File: src/rtl/dspl_drv_mux.sv
// Multiplexed common-anode seven-segment driver with PWM brightness,
// per-digit blink, per-slot input snapshot and a one-cycle anode dead time.
module dspl_drv_mux #(
  parameter int NUM_DIGITS   = 8,
  parameter int SUB_COUNT    = 6250,
  parameter int BRIGHT_BITS  = 4,
  parameter int BLINK_FRAMES = 62
) (
  input  logic                      clock,
  input  logic                      reset,
  input  logic [NUM_DIGITS*6-1:0]   digits_in,
  input  logic [NUM_DIGITS-1:0]     blink_en,
  input  logic [BRIGHT_BITS-1:0]    brightness,
  output logic [NUM_DIGITS-1:0]     an,
  output logic [7:0]                dec_ddp,
  output logic                      frame_start
);

  localparam int SW = (SUB_COUNT > 1) ? $clog2(SUB_COUNT) : 1;
  localparam int IW = (NUM_DIGITS > 1) ? $clog2(NUM_DIGITS) : 1;
  localparam int KW = (BLINK_FRAMES > 1) ? $clog2(BLINK_FRAMES) : 1;

  typedef struct packed {
    logic       en;
    logic [3:0] val;
    logic       dp;
  } dig_t;

  logic [SW-1:0]          sub_q, sub_d;
  logic [BRIGHT_BITS-1:0] phase_q, phase_d;
  logic [IW-1:0]          idx_q, idx_d;
  logic [KW-1:0]          bcnt_q, bcnt_d;
  logic                   bph_q, bph_d;
  dig_t                   snap_q, snap_d;
  logic                   blank_q, blank_d;
  logic [BRIGHT_BITS-1:0] bright_q, bright_d;
  logic [NUM_DIGITS-1:0]  an_q, an_d;
  logic [7:0]             dec_q, dec_d;
  logic                   fs_q, fs_d;

  dig_t cur;
  logic cur_blink;
  logic slot_start;
  logic lit;
  logic sub_wrap;
  logic ph_wrap;
  logic idx_wrap;
  logic bcnt_wrap;

  function automatic logic [6:0] seg7(input logic [3:0] v);
    seg7 = 7'b1111111;
    case (v)
      4'h0: seg7 = 7'b0000001;
      4'h1: seg7 = 7'b1001111;
      4'h2: seg7 = 7'b0010010;
      4'h3: seg7 = 7'b0000110;
      4'h4: seg7 = 7'b1001100;
      4'h5: seg7 = 7'b0100100;
      4'h6: seg7 = 7'b0100000;
      4'h7: seg7 = 7'b0001111;
      4'h8: seg7 = 7'b0000000;
      4'h9: seg7 = 7'b0000100;
      4'hA: seg7 = 7'b0001000;
      4'hB: seg7 = 7'b1100000;
      4'hC: seg7 = 7'b0110001;
      4'hD: seg7 = 7'b1000010;
      4'hE: seg7 = 7'b0110000;
      4'hF: seg7 = 7'b0111000;
    endcase
  endfunction

  always_comb begin
    cur       = '0;
    cur_blink = 1'b0;
    for (int k = 0; k < NUM_DIGITS; k++) begin
      if (idx_q == IW'(k)) begin
        cur       = digits_in[6*k +: 6];
        cur_blink = blink_en[k];
      end
    end
  end

  assign sub_wrap   = (sub_q == SW'(SUB_COUNT - 1));
  assign ph_wrap    = sub_wrap && (phase_q == '1);
  assign idx_wrap   = ph_wrap && (idx_q == IW'(NUM_DIGITS - 1));
  assign bcnt_wrap  = idx_wrap && (bcnt_q == KW'(BLINK_FRAMES - 1));
  assign slot_start = (sub_q == '0) && (phase_q == '0);
  assign lit = snap_q.en & ~blank_q & (phase_q <= bright_q);

  always_comb begin
    sub_d    = sub_q;
    phase_d  = phase_q;
    idx_d    = idx_q;
    bcnt_d   = bcnt_q;
    bph_d    = bph_q;
    snap_d   = snap_q;
    blank_d  = blank_q;
    bright_d = bright_q;
    dec_d    = dec_q;
    an_d     = '1;
    fs_d     = 1'b0;

    // Slot start latches everything the slot shows and blanks anodes.
    if (slot_start) begin
      snap_d  = cur;
      blank_d = cur_blink & bph_q;
      dec_d   = {seg7(cur.val), cur.dp};
      fs_d    = (idx_q == '0);
      if (idx_q == '0) begin
        bright_d = brightness;
      end
    end else begin
      for (int k = 0; k < NUM_DIGITS; k++) begin
        if (idx_q == IW'(k)) begin
          an_d[k] = ~lit;
        end
      end
    end

    sub_d = sub_wrap ? '0 : sub_q + SW'(1);
    if (sub_wrap) begin
      phase_d = phase_q + BRIGHT_BITS'(1);
    end
    if (ph_wrap) begin
      idx_d = idx_wrap ? '0 : idx_q + IW'(1);
    end
    if (idx_wrap) begin
      bcnt_d = bcnt_wrap ? '0 : bcnt_q + KW'(1);
    end
    if (bcnt_wrap) begin
      bph_d = ~bph_q;
    end
  end

  always_ff @(posedge clock or negedge reset) begin
    if (!reset) begin
      sub_q    <= '0;
      phase_q  <= '0;
      idx_q    <= '0;
      bcnt_q   <= '0;
      bph_q    <= 1'b0;
      snap_q   <= '0;
      blank_q  <= 1'b0;
      bright_q <= '0;
      an_q     <= '1;
      dec_q    <= 8'hFF;
      fs_q     <= 1'b0;
    end else begin
      sub_q    <= sub_d;
      phase_q  <= phase_d;
      idx_q    <= idx_d;
      bcnt_q   <= bcnt_d;
      bph_q    <= bph_d;
      snap_q   <= snap_d;
      blank_q  <= blank_d;
      bright_q <= bright_d;
      an_q     <= an_d;
      dec_q    <= dec_d;
      fs_q     <= fs_d;
    end
  end

  assign an          = an_q;
  assign dec_ddp     = dec_q;
  assign frame_start = fs_q;

endmodule

File: config.mk
export PLATFORM = sky130hd
export DESIGN_NAME = dspl_drv_mux
export DESIGN_NICKNAME = d
export VERILOG_FILES = /design/src/rtl/dspl_drv_mux.sv
export SDC_FILE = /design/constraint.sdc
export NUM_CORES = 1
export LEC_CHECK = 0
export CAP_MARGIN = 20
export CELL_PAD_IN_SITES_DETAIL_PLACEMENT = 0
export CELL_PAD_IN_SITES_GLOBAL_PLACEMENT = 1
export CORE_MARGIN = 4
export CORE_UTILIZATION = 37
export CTS_BUF_LIST = sky130_fd_sc_hd__clkbuf_8 sky130_fd_sc_hd__clkbuf_16
export CTS_CLUSTER_DIAMETER = 40
export DETAILED_ROUTE_END_ITERATION = 8
export GPL_ROUTABILITY_DRIVEN = 0
export HOLD_SLACK_MARGIN = 0.02
export PLACE_DENSITY = 0.87
export SYNTH_ARGS = -nofsm -noshare
export SYNTH_HDL_FRONTEND = slang
export SYNTH_SLANG_ARGS = --single-unit
File: constraint.sdc
create_clock -name clock -period 4.39 [get_ports clock]
set_input_delay 0.878 -clock clock [delete_from_list [all_inputs] [get_ports clock]]
set_output_delay 0.878 -clock clock [all_outputs]
set_load 0.01 [all_outputs]
### Word-level counts from Yosys, hierarchy flattened

Memory sizes are Yosys's and may differ from the RTL's. A register that Yosys moved wholly into a read port is not among the register bits.
Cells that the tools add are included.

| storage, ports and cells | value |
|---|---|
| flip-flop bits (word level) | 50 |
| memory bits (read-only) | 112 |
| input bits | 62 |
| output and inout port bits | 17 |
| word-level logic and storage cells | 71 |
| memories kept | 1 |

| cells by class | value |
|---|---|
| add/subtract/negate cells | 4 |
| magnitude comparators | 1 |
| eq/ne operators | 10 |
| multiplexer cells | 29 |
| bitwise gates (word level) | 6 |
| reductions and logical operators | 9 |

Memories:

| memory | words | width | read ports | clocked after memory_dff | write ports | RTL line | source |
|---|---|---|---|---|---|---|---|
| (name not given) | 16 | 7 | 1 | 1 | 0 | 52 | `case (v)` |

Operator list:

| operator | number |
|---|---|
| 2-to-1 mux 6 bit | 9 |
| 2-to-1 mux 1 bit | 17 |
| adder 13 x 1 -> 13 bit, second input constant | 1 |
| == test 13 bit, second input constant | 1 |
| logical NOT 13 bit | 1 |
| 2-to-1 mux 13 bit | 1 |
| == test 3 bit, second input constant | 4 |
| 2-to-1 mux 8 bit | 1 |
| adder 6 x 1 -> 6 bit, second input constant | 1 |
| == test 3 x 2 -> 1 bit, second input constant | 2 |
| == test 6 bit, second input constant | 1 |
| adder 4 x 1 -> 4 bit, second input constant | 1 |
| == test 4 bit, second input constant | 1 |
| <= comparator 4 bit | 1 |
| logical AND 1 bit | 4 |
| logical NOT 4 bit | 1 |
| adder 3 x 1 -> 3 bit, second input constant | 1 |
| bitwise AND 1 bit | 3 |
| == test 3 x 1 -> 1 bit, second input constant | 1 |
| logical NOT 3 bit | 1 |
| 2-to-1 mux 3 bit | 1 |
| NOT 1 bit | 3 |
| AND reduction 2 bit | 1 |
| logical NOT 1 bit | 1 |

### Longest topological paths before layout

Gate-level depths: netlist (run 1).

| depth | value |
|---|---|
| depth after elaboration | 10 |
| gate-level depth with buffers | 19 |
| depth with buffers taken out | 15 |

### Least setup slack after synthesis (run 1)

Ideal clock, no wire load.

| path | value |
|---|---|
| kind | reg2reg |
| start point | register idx_q[2] |
| end point | register dec_q[4] (netlist: dec_ddp[4]) |
| library setup time | 0.082 ns |
| data arrival time | 3.135 ns |
| required time | 4.308 ns |
| path slack | 1.173 ns |
| cell stages (with the launch flop) | 15 |
| path buffers | 4 |
| clock period less this slack | 3.217 ns |
| cells stage by stage | dfrtp_1 > clkbuf_1 > inv_1 > clkbuf_1 > ha_1 > buf_2 > buf_1 > a2111oi_0 > o22ai_1 > a21o_1 > ha_1 > mux2_2 > a211oi_1 > a21oi_1 > mux2_2 |

| between the ends | value |
|---|---|
| longest elaborated chain between the ends | 9 |
| elaborated cells between the ends (all ways) | 16 |
| those cells by class | eq/ne (7); mux (8); reduce/logical (1) |

RTL lines:

| item | RTL line | source |
|---|---|---|
| start, declared | 31 | `logic [IW-1:0] idx_q, idx_d;` |
| start signal, assigned | 151 | `idx_q <= idx_d;` |
| logical NOT 3 bit | 76 | `if (idx_q == IW'(k)) begin` |
| 2-to-1 mux 6 bit (7 in a row) | 76 |  |
| 2-to-1 mux 6 bit * | 76 |  |
| end, declared | 38 | `logic [7:0] dec_q, dec_d;` |

Mark *: on every way between the ends. The rest lies on a longest branch, timed or not.
A chain may end at the register's enable or synchronous reset.

### Worst setup path in the final report (run 1)

| path | value |
|---|---|
| start point | register idx_q[1] |
| end point | register dec_q[4] (netlist: dec_ddp[4]) |

Same word-level chain as after synthesis.

==> results.json, run 1 <==
{
  "grt_pass1_vias": 2663,
  "finish.instance_area_um2": 4230,
  "ys_dominant_reg_cell": "dfrtp_1",
  "h-tree-depth": 2,
  "cp_max_fo": 19,
  "rows": 33,
  "netlist.area_leader.share_pct": 26.3,
  "postSynthAreaPerCell_um2": 9.05,
  "cts_post_setup_buffers_inserted": 0,
  "run_status": "completed",
  "routed-via-count": 2765,
  "relSlewSlack_pct": 43.8,
  "worstMarginPinSlew_ns": 0.841,
  "setup_viol": 0,
  "final_layout_size_suffix_gt1_share_pct": 11.4,
  "die_w_um": 101,
  "yosysWarnings": 0,
  "cts_sinks": 50,
  "cts_tree": "built",
  "die-height_um": 101,
  "layout.cells.non_filler": 536,
  "synth_cells": 357,
  "timing.clock.skew_ns": 0.00507,
  "drt.antenna.violating_nets": 0,
  "postSynthRegisterBits": 50,
  "placedInstanceArea_um2": 4110,
  "synth_top_area_cell": "dfrtp_1",
  "clock_path_buffers": 2,
  "drv.max_cap_violation_count": 0,
  "worst_ep_arrival_time_ns": 3.60,
  "synth_seq_area_share_pct": 39.4,
  "antenna_found_initial": 0,
  "cts-buffers-inserted": 5,
  "max_frequency_mhz": 298,
  "syn_to_final_growth_pct": 31.0,
  "coreArea_um2": 8340,
  "area_enclosed_by_the_die_boundary_um2": 10300,
  "overflow": 0,
  "net_count_synth": 442,
  "max-vdd-ir-drop_uv": 120,
  "ant_cells": 0,
  "wl_per_cell_um": 14.8,
  "critical_path_required_ns": 4.63,
  "place.detailed.hpwl_mm": 6.07,
  "synth.cells.most_frequent": "dfrtp_1 (34), nand2_1 (33), nor2_1 (31)",
  "p_per_area_nw_per_um2": 226,
  "leakage_dissipation_nw": 1.79,
  "num_io_pins": 79,
  "clk_root_buffer_cell": "clkbuf_8",
  "cts_hold_buffers": 0,
  "global_route_wire_length_before_repair_mm": 12.8,
  "post-route-period-util_pct": 76.5,
  "clock_latency_ns": 0.30,
  "design.final.nets": 515,
  "finalSetupTns_ns": 0,
  "synth_top_cells_by_area": "dfrtp_1 (26%), dfstp_2 (13%), ha_1 (8.9%)",
  "floorplan.initialDensity_pct": 38.7,
  "drt_wl_total_mm": 7.94,
  "setup_repair_after_global_routing_missed_its_margin": "false",
  "end_kind": "register",
  "grt_usage_pct": 15.7,
  "share_of_flip_flops_with_an_asynchronous_set_or_reset_after_synthesis_pct": 100,
  "synth_most_common_cell": "dfrtp_1",
  "timing.setup.critical_path_class": "register to register",
  "hold_viol": 0,
  "placed_cells_incl_taps": 528,
  "timing.final.crit_period_ns": 3.36,
  "drcViolationCount": 0,
  "hold_class": "register to register",
  "fin_hold_ws_ns": 0.478,
  "timing.critical_path.from_type": "register",
  "final-max-slew-violation-count": 0,
  "portBuffers": 78,
  "dr_vias_cell": 5.16,
  "ctsResizeCount": 0,
  "clk_pin_slew_worst_paths_ns": 0.10,
  "synth_enable_flop_cells": 0,
  "mappedNetlistArea_um2": 3230,
  "grt_start_max_net_pins": 51,
  "detail_route.first_pass.iterations": 4,
  "initialDrtViolationCount": 162,
  "yosys.cell_types.count": 58
}
kinds of logic (layout without fill, tap and decap cells):
group                    count (synthesis)  after routing  synth area share, %
multiplexers                            11             11                 3.64
AO/OA/AOI/OAI                           88             88                 17.6
adder cells (fa/ha/maj)                 23             23                 8.91
AND/OR/NAND/NOR                        127            127                 21.0
flip-flops                              50             50                 39.4
buffers and inverters                   42            116                 5.15
XOR/XNOR                                16             16                 4.34
where the power goes:
part           internal, mW  switching [mW]
combinational        0.0840          0.0502
sequential            0.475         0.00467
clock                 0.188           0.156
area by class of cell:
| type | instances | area [µm²] |
|---|---|---|
| tap | 105 | 131 |
| clock buffer | 6 | 82.6 |
| timing repair buffer | 85 | 828 |
| clock inverter | 2 | 38.8 |
| sequential | 50 | 1270 |
| multi-input combinational | 265 | 1790 |
| fill | 795 | 4110 |
| inverter | 23 | 86.3 |
flip-flops by register name, indices dropped and copies added, names as in the netlist:
name and count:
blank_q 1, an 8, idx_q 3, frame_start 1, bcnt_q 6, phase_q 4
bright_q 4, dec_ddp 8, bph_q 1, snap_q 1, sub_q 13
cell usage in the layout (no fill, tap or decap), types with 4 or more instances in the layout:
cell and instances:
nand3_1 14, o22ai_1 4, a21o_1 5, and3_1 5, clkdlybuf4s50_1 77, nand2_1 33
dfstp_2 16, nand3b_1 5, a211oi_1 4, buf_4 7, mux2i_1 5, inv_1 22
a21oi_1 22, o31ai_1 4, nand4_1 4, nor3b_1 4, clkbuf_8 6, a22oi_1 4
xor2_1 7, xnor2_1 9, mux2_2 6, nor2b_1 7, ha_1 23, nor2_1 31
a31oi_1 4, o21ai_0 21, dfrtp_1 34, nor3_1 7
worst max-delay path, cell delays in order, from the launching register on:
cell and delay [ns]:
dfrtp_1 0.42, inv_1 0.09, ha_1 0.62, a21oi_1 0.14
a2111oi_0 0.46, o22ai_1 0.18, a21o_1 0.22, ha_1 0.22
inv_1 0.13, o21ai_0 0.09, nand2_1 0.07, o31ai_1 0.08
a211oi_1 0.25, a21oi_1 0.06, mux2_2 0.26
path summary, 6_finish.rpt:
check	startpoint	to	slack, ns	cells after the start
worst max-delay path	idx_q[1]	dec_ddp[4]	1.03	14
worst min-delay path	bph_q	bph_q	0.48	1
worst max register to register	idx_q[1]	dec_ddp[4]	1.03	14
worst min register to register	bph_q	bph_q	0.48	1
max in group asynchronous	reset	sub_q[11]	3.32	2
min in group asynchronous	reset	idx_q[2]	0.67	2
through the flow:
stage               setup slack [ns]  total power, mW  utilization, %
floorplan                       1.17            0.534               -
global placement               0.935            0.621            49.3
detailed placement             0.898            0.624            49.3
CTS                             1.02            0.969            50.7
global route                   0.667             1.00            50.7
finish                          1.03            0.957            50.7
per-layer routing:
| metal | up-vias | GRT usage [%] | share of wire [%] |
|---|---|---|---|
| li1 | 1404 | - | - |
| met1 | 1300 | 20.7 | 45 |
| met2 | 50 | 26.2 | 49 |
| met3 | 11 | 2.62 | 3.9 |
| met4 | 0 | 5.11 | 2.2 |
| met5 | - | 0 | 0 |
No activity file was read; power rests on OpenSTA's default activity.
==> run 2, diff against run 1 <==
- clock period: 4.39 -> 3.2 ns (I/O delays scaled with it)
==> results.json, run 2 (synthesis gave the netlist of run 1 again) <==
{
  "run_status": "completed",
  "max-vdd-ir-drop_uv": 181,
  "crit-reg2reg-launch": "idx_q[0]",
  "rows": 33,
  "antenna_found_initial": 0,
  "timing.critical_path.from_type": "register",
  "hold_class": "primary input to asynchronous set/reset pin",
  "finish.instance_area_um2": 4300,
  "grt_pass1_vias": 2826,
  "final-max-slew-violation-count": 0,
  "layout_commonest_cell": "clkdlybuf4s50_1",
  "critical_path_required_ns": 3.43,
  "register_bank_with_the_most_flops": "sub_q",
  "drt_wl_total_mm": 8.11,
  "floorplan.initialDensity_pct": 38.7,
  "detailroute.wirelength.met3_um": 342,
  "dr_vias_cell": 5.12,
  "global_route_wire_length_before_repair_mm": 13.4,
  "cts-buffers-inserted": 5,
  "drt.antenna.violating_nets": 0,
  "timing.clock.skew_ns": 0.00473,
  "portBuffers": 78,
  "placedInstanceArea_um2": 4170,
  "cts_hold_buffers": 0,
  "ant_cells": 0,
  "h-tree-depth": 2,
  "grt_start_max_net_pins": 51,
  "leakage_dissipation_nw": 1.83,
  "post_route_core_utilization_pct": 51.5,
  "largest_reg_flops": 13,
  "relSlewSlack_pct": 52.8,
  "seq_area_um2": 1270,
  "met2RoutedLength_mm": 3.92,
  "clock_path_buffers": 2,
  "setup_viol": 0,
  "cp_max_fo": 17,
  "setup_repair_after_global_routing_missed_its_margin": "false",
  "clk_pin_slew_worst_paths_ns": 0.09,
  "final_layout_size_suffix_gt1_share_pct": 13.9,
  "post-route-period-util_pct": 94.4,
  "end_kind": "register",
  "clk_root_buffer_cell": "clkbuf_8",
  "timing.final.crit_period_ns": 3.02,
  "fillerInstances": 779,
  "fin_hold_ws_ns": 0.322,
  "coreArea_um2": 8340,
  "drt-met1-wl_mm": 3.76,
  "drv.max_cap_violation_count": 0,
  "most-common-layout-cells": "clkdlybuf4s50_1 (77), dfrtp_1 (34), nand2_1 (33)",
  "worst_ep_arrival_time_ns": 3.25,
  "timing.setup.critical_path_class": "register to register",
  "cts_sinks": 50,
  "grt_usage_pct": 16.0,
  "drcViolationCount": 0,
  "placed_cells_incl_taps": 536,
  "die-height_um": 101,
  "cts_tree": "built",
  "layout.cells.non_filler": 545,
  "num_io_pins": 79,
  "worstMarginPinSlew_ns": 0.706,
  "place.detailed.hpwl_mm": 6.40,
  "p_per_area_nw_per_um2": 283,
  "routed-via-count": 2789,
  "max_frequency_mhz": 331,
  "timing.rr.end": "dec_ddp[4]",
  "multi_input_area_um2": 1810,
  "overflow": 0,
  "die_w_um": 101,
  "syn_to_final_growth_pct": 33.0,
  "r2r_setup_slack_ns": 0.18,
  "wl_per_cell_um": 14.9,
  "detail_route.first_pass.iterations": 4,
  "hold_viol": 0,
  "design.final.nets": 524,
  "highest_signal_layer": "met4",
  "clock_latency_ns": 0.29,
  "area_enclosed_by_the_die_boundary_um2": 10300,
  "initialDrtViolationCount": 118,
  "depth_of_the_worst_register_to_register_path": 13
}
-- run 2: cell types whose count changed in the layout (fill, tap and decap cells not counted) --
cell	previous run	this run
buf_12	0	1
bufinv_16	1	0
o22ai_1	4	3
inv_6	1	0
inv_1	22	23
a2111oi_1	0	2
a2111oi_0	2	0
buf_4	7	15
ha_1	23	20
o22ai_2	0	1
clkinv_2	0	1
ha_2	0	3
-- run 2: where the power goes --
part	leakage, nW	total [mW]	switching [mW]	internal, mW
clock	0.0524	0.366	0.195	0.171
sequential	0.617	0.657	0.00602	0.651
combinational	1.16	0.191	0.0721	0.119
-- run 2: repair_timing --
item	in CTS	in global routing
buffers inserted	0	0
resized for setup	0	6
endpoints found under the setup margin	0	1
-- run 2: through the flow --
step,total power [mW],setup WS [ns],setup TNS [ns]
2_1_floorplan,0.733,0.0448,0
3_3_place_gp,0.856,0.0496,0
3_5_place_dp,0.858,-0.0533,-0.0533
4_1_cts,1.23,0.146,0
5_1_grt,1.28,0.0137,0
6_report,1.21,0.179,0
-- run 2: cell type report --
cell class | count | area share [%]
Sequential cell | 50 | 29.6
Inverter | 23 | 2.01
Tap cell | 105 | 3.06
Multi-Input combinational cell | 265 | 42.1
Clock buffer | 6 | 1.92
Clock inverter | 2 | 0.204
Timing Repair Buffer | 94 | 21.1
-- run 2: worst max-delay path by stage --
stage                 start         end  slack, ns
6_report           idx_q[0]  dec_ddp[4]       0.18
4_1_cts            idx_q[0]  dec_ddp[4]       0.15
3_3_place_gp   digits_in[7]  dec_ddp[4]       0.05
2_1_floorplan      idx_q[2]  dec_ddp[4]       0.04
5_1_grt            idx_q[0]  dec_ddp[4]       0.01
3_5_place_dp   digits_in[7]  dec_ddp[4]      -0.05
-- run 2: layer usage --
| layer | vias up | GRT usage (%) |
|---|---|---|
| met5 | - | 0 |
| met4 | 0 | 3.17 |
| met3 | 8 | 3.03 |
| met2 | 48 | 28.1 |
| met1 | 1309 | 20.6 |
| li1 | 1424 | - |
-- run 2: worst max-delay path, stage by stage (launching register included) --
cell and delay, ns:
dfrtp_1 0.44, ha_1 0.24, ha_1 0.24, buf_4 0.22, nand2_1 0.07, nand2_1 0.05, o22ai_1 0.25, a21o_1 0.23
inv_1 0.07, ha_1 0.22, mux2_2 0.28, a211oi_1 0.29, a21oi_1 0.07, mux2_2 0.27
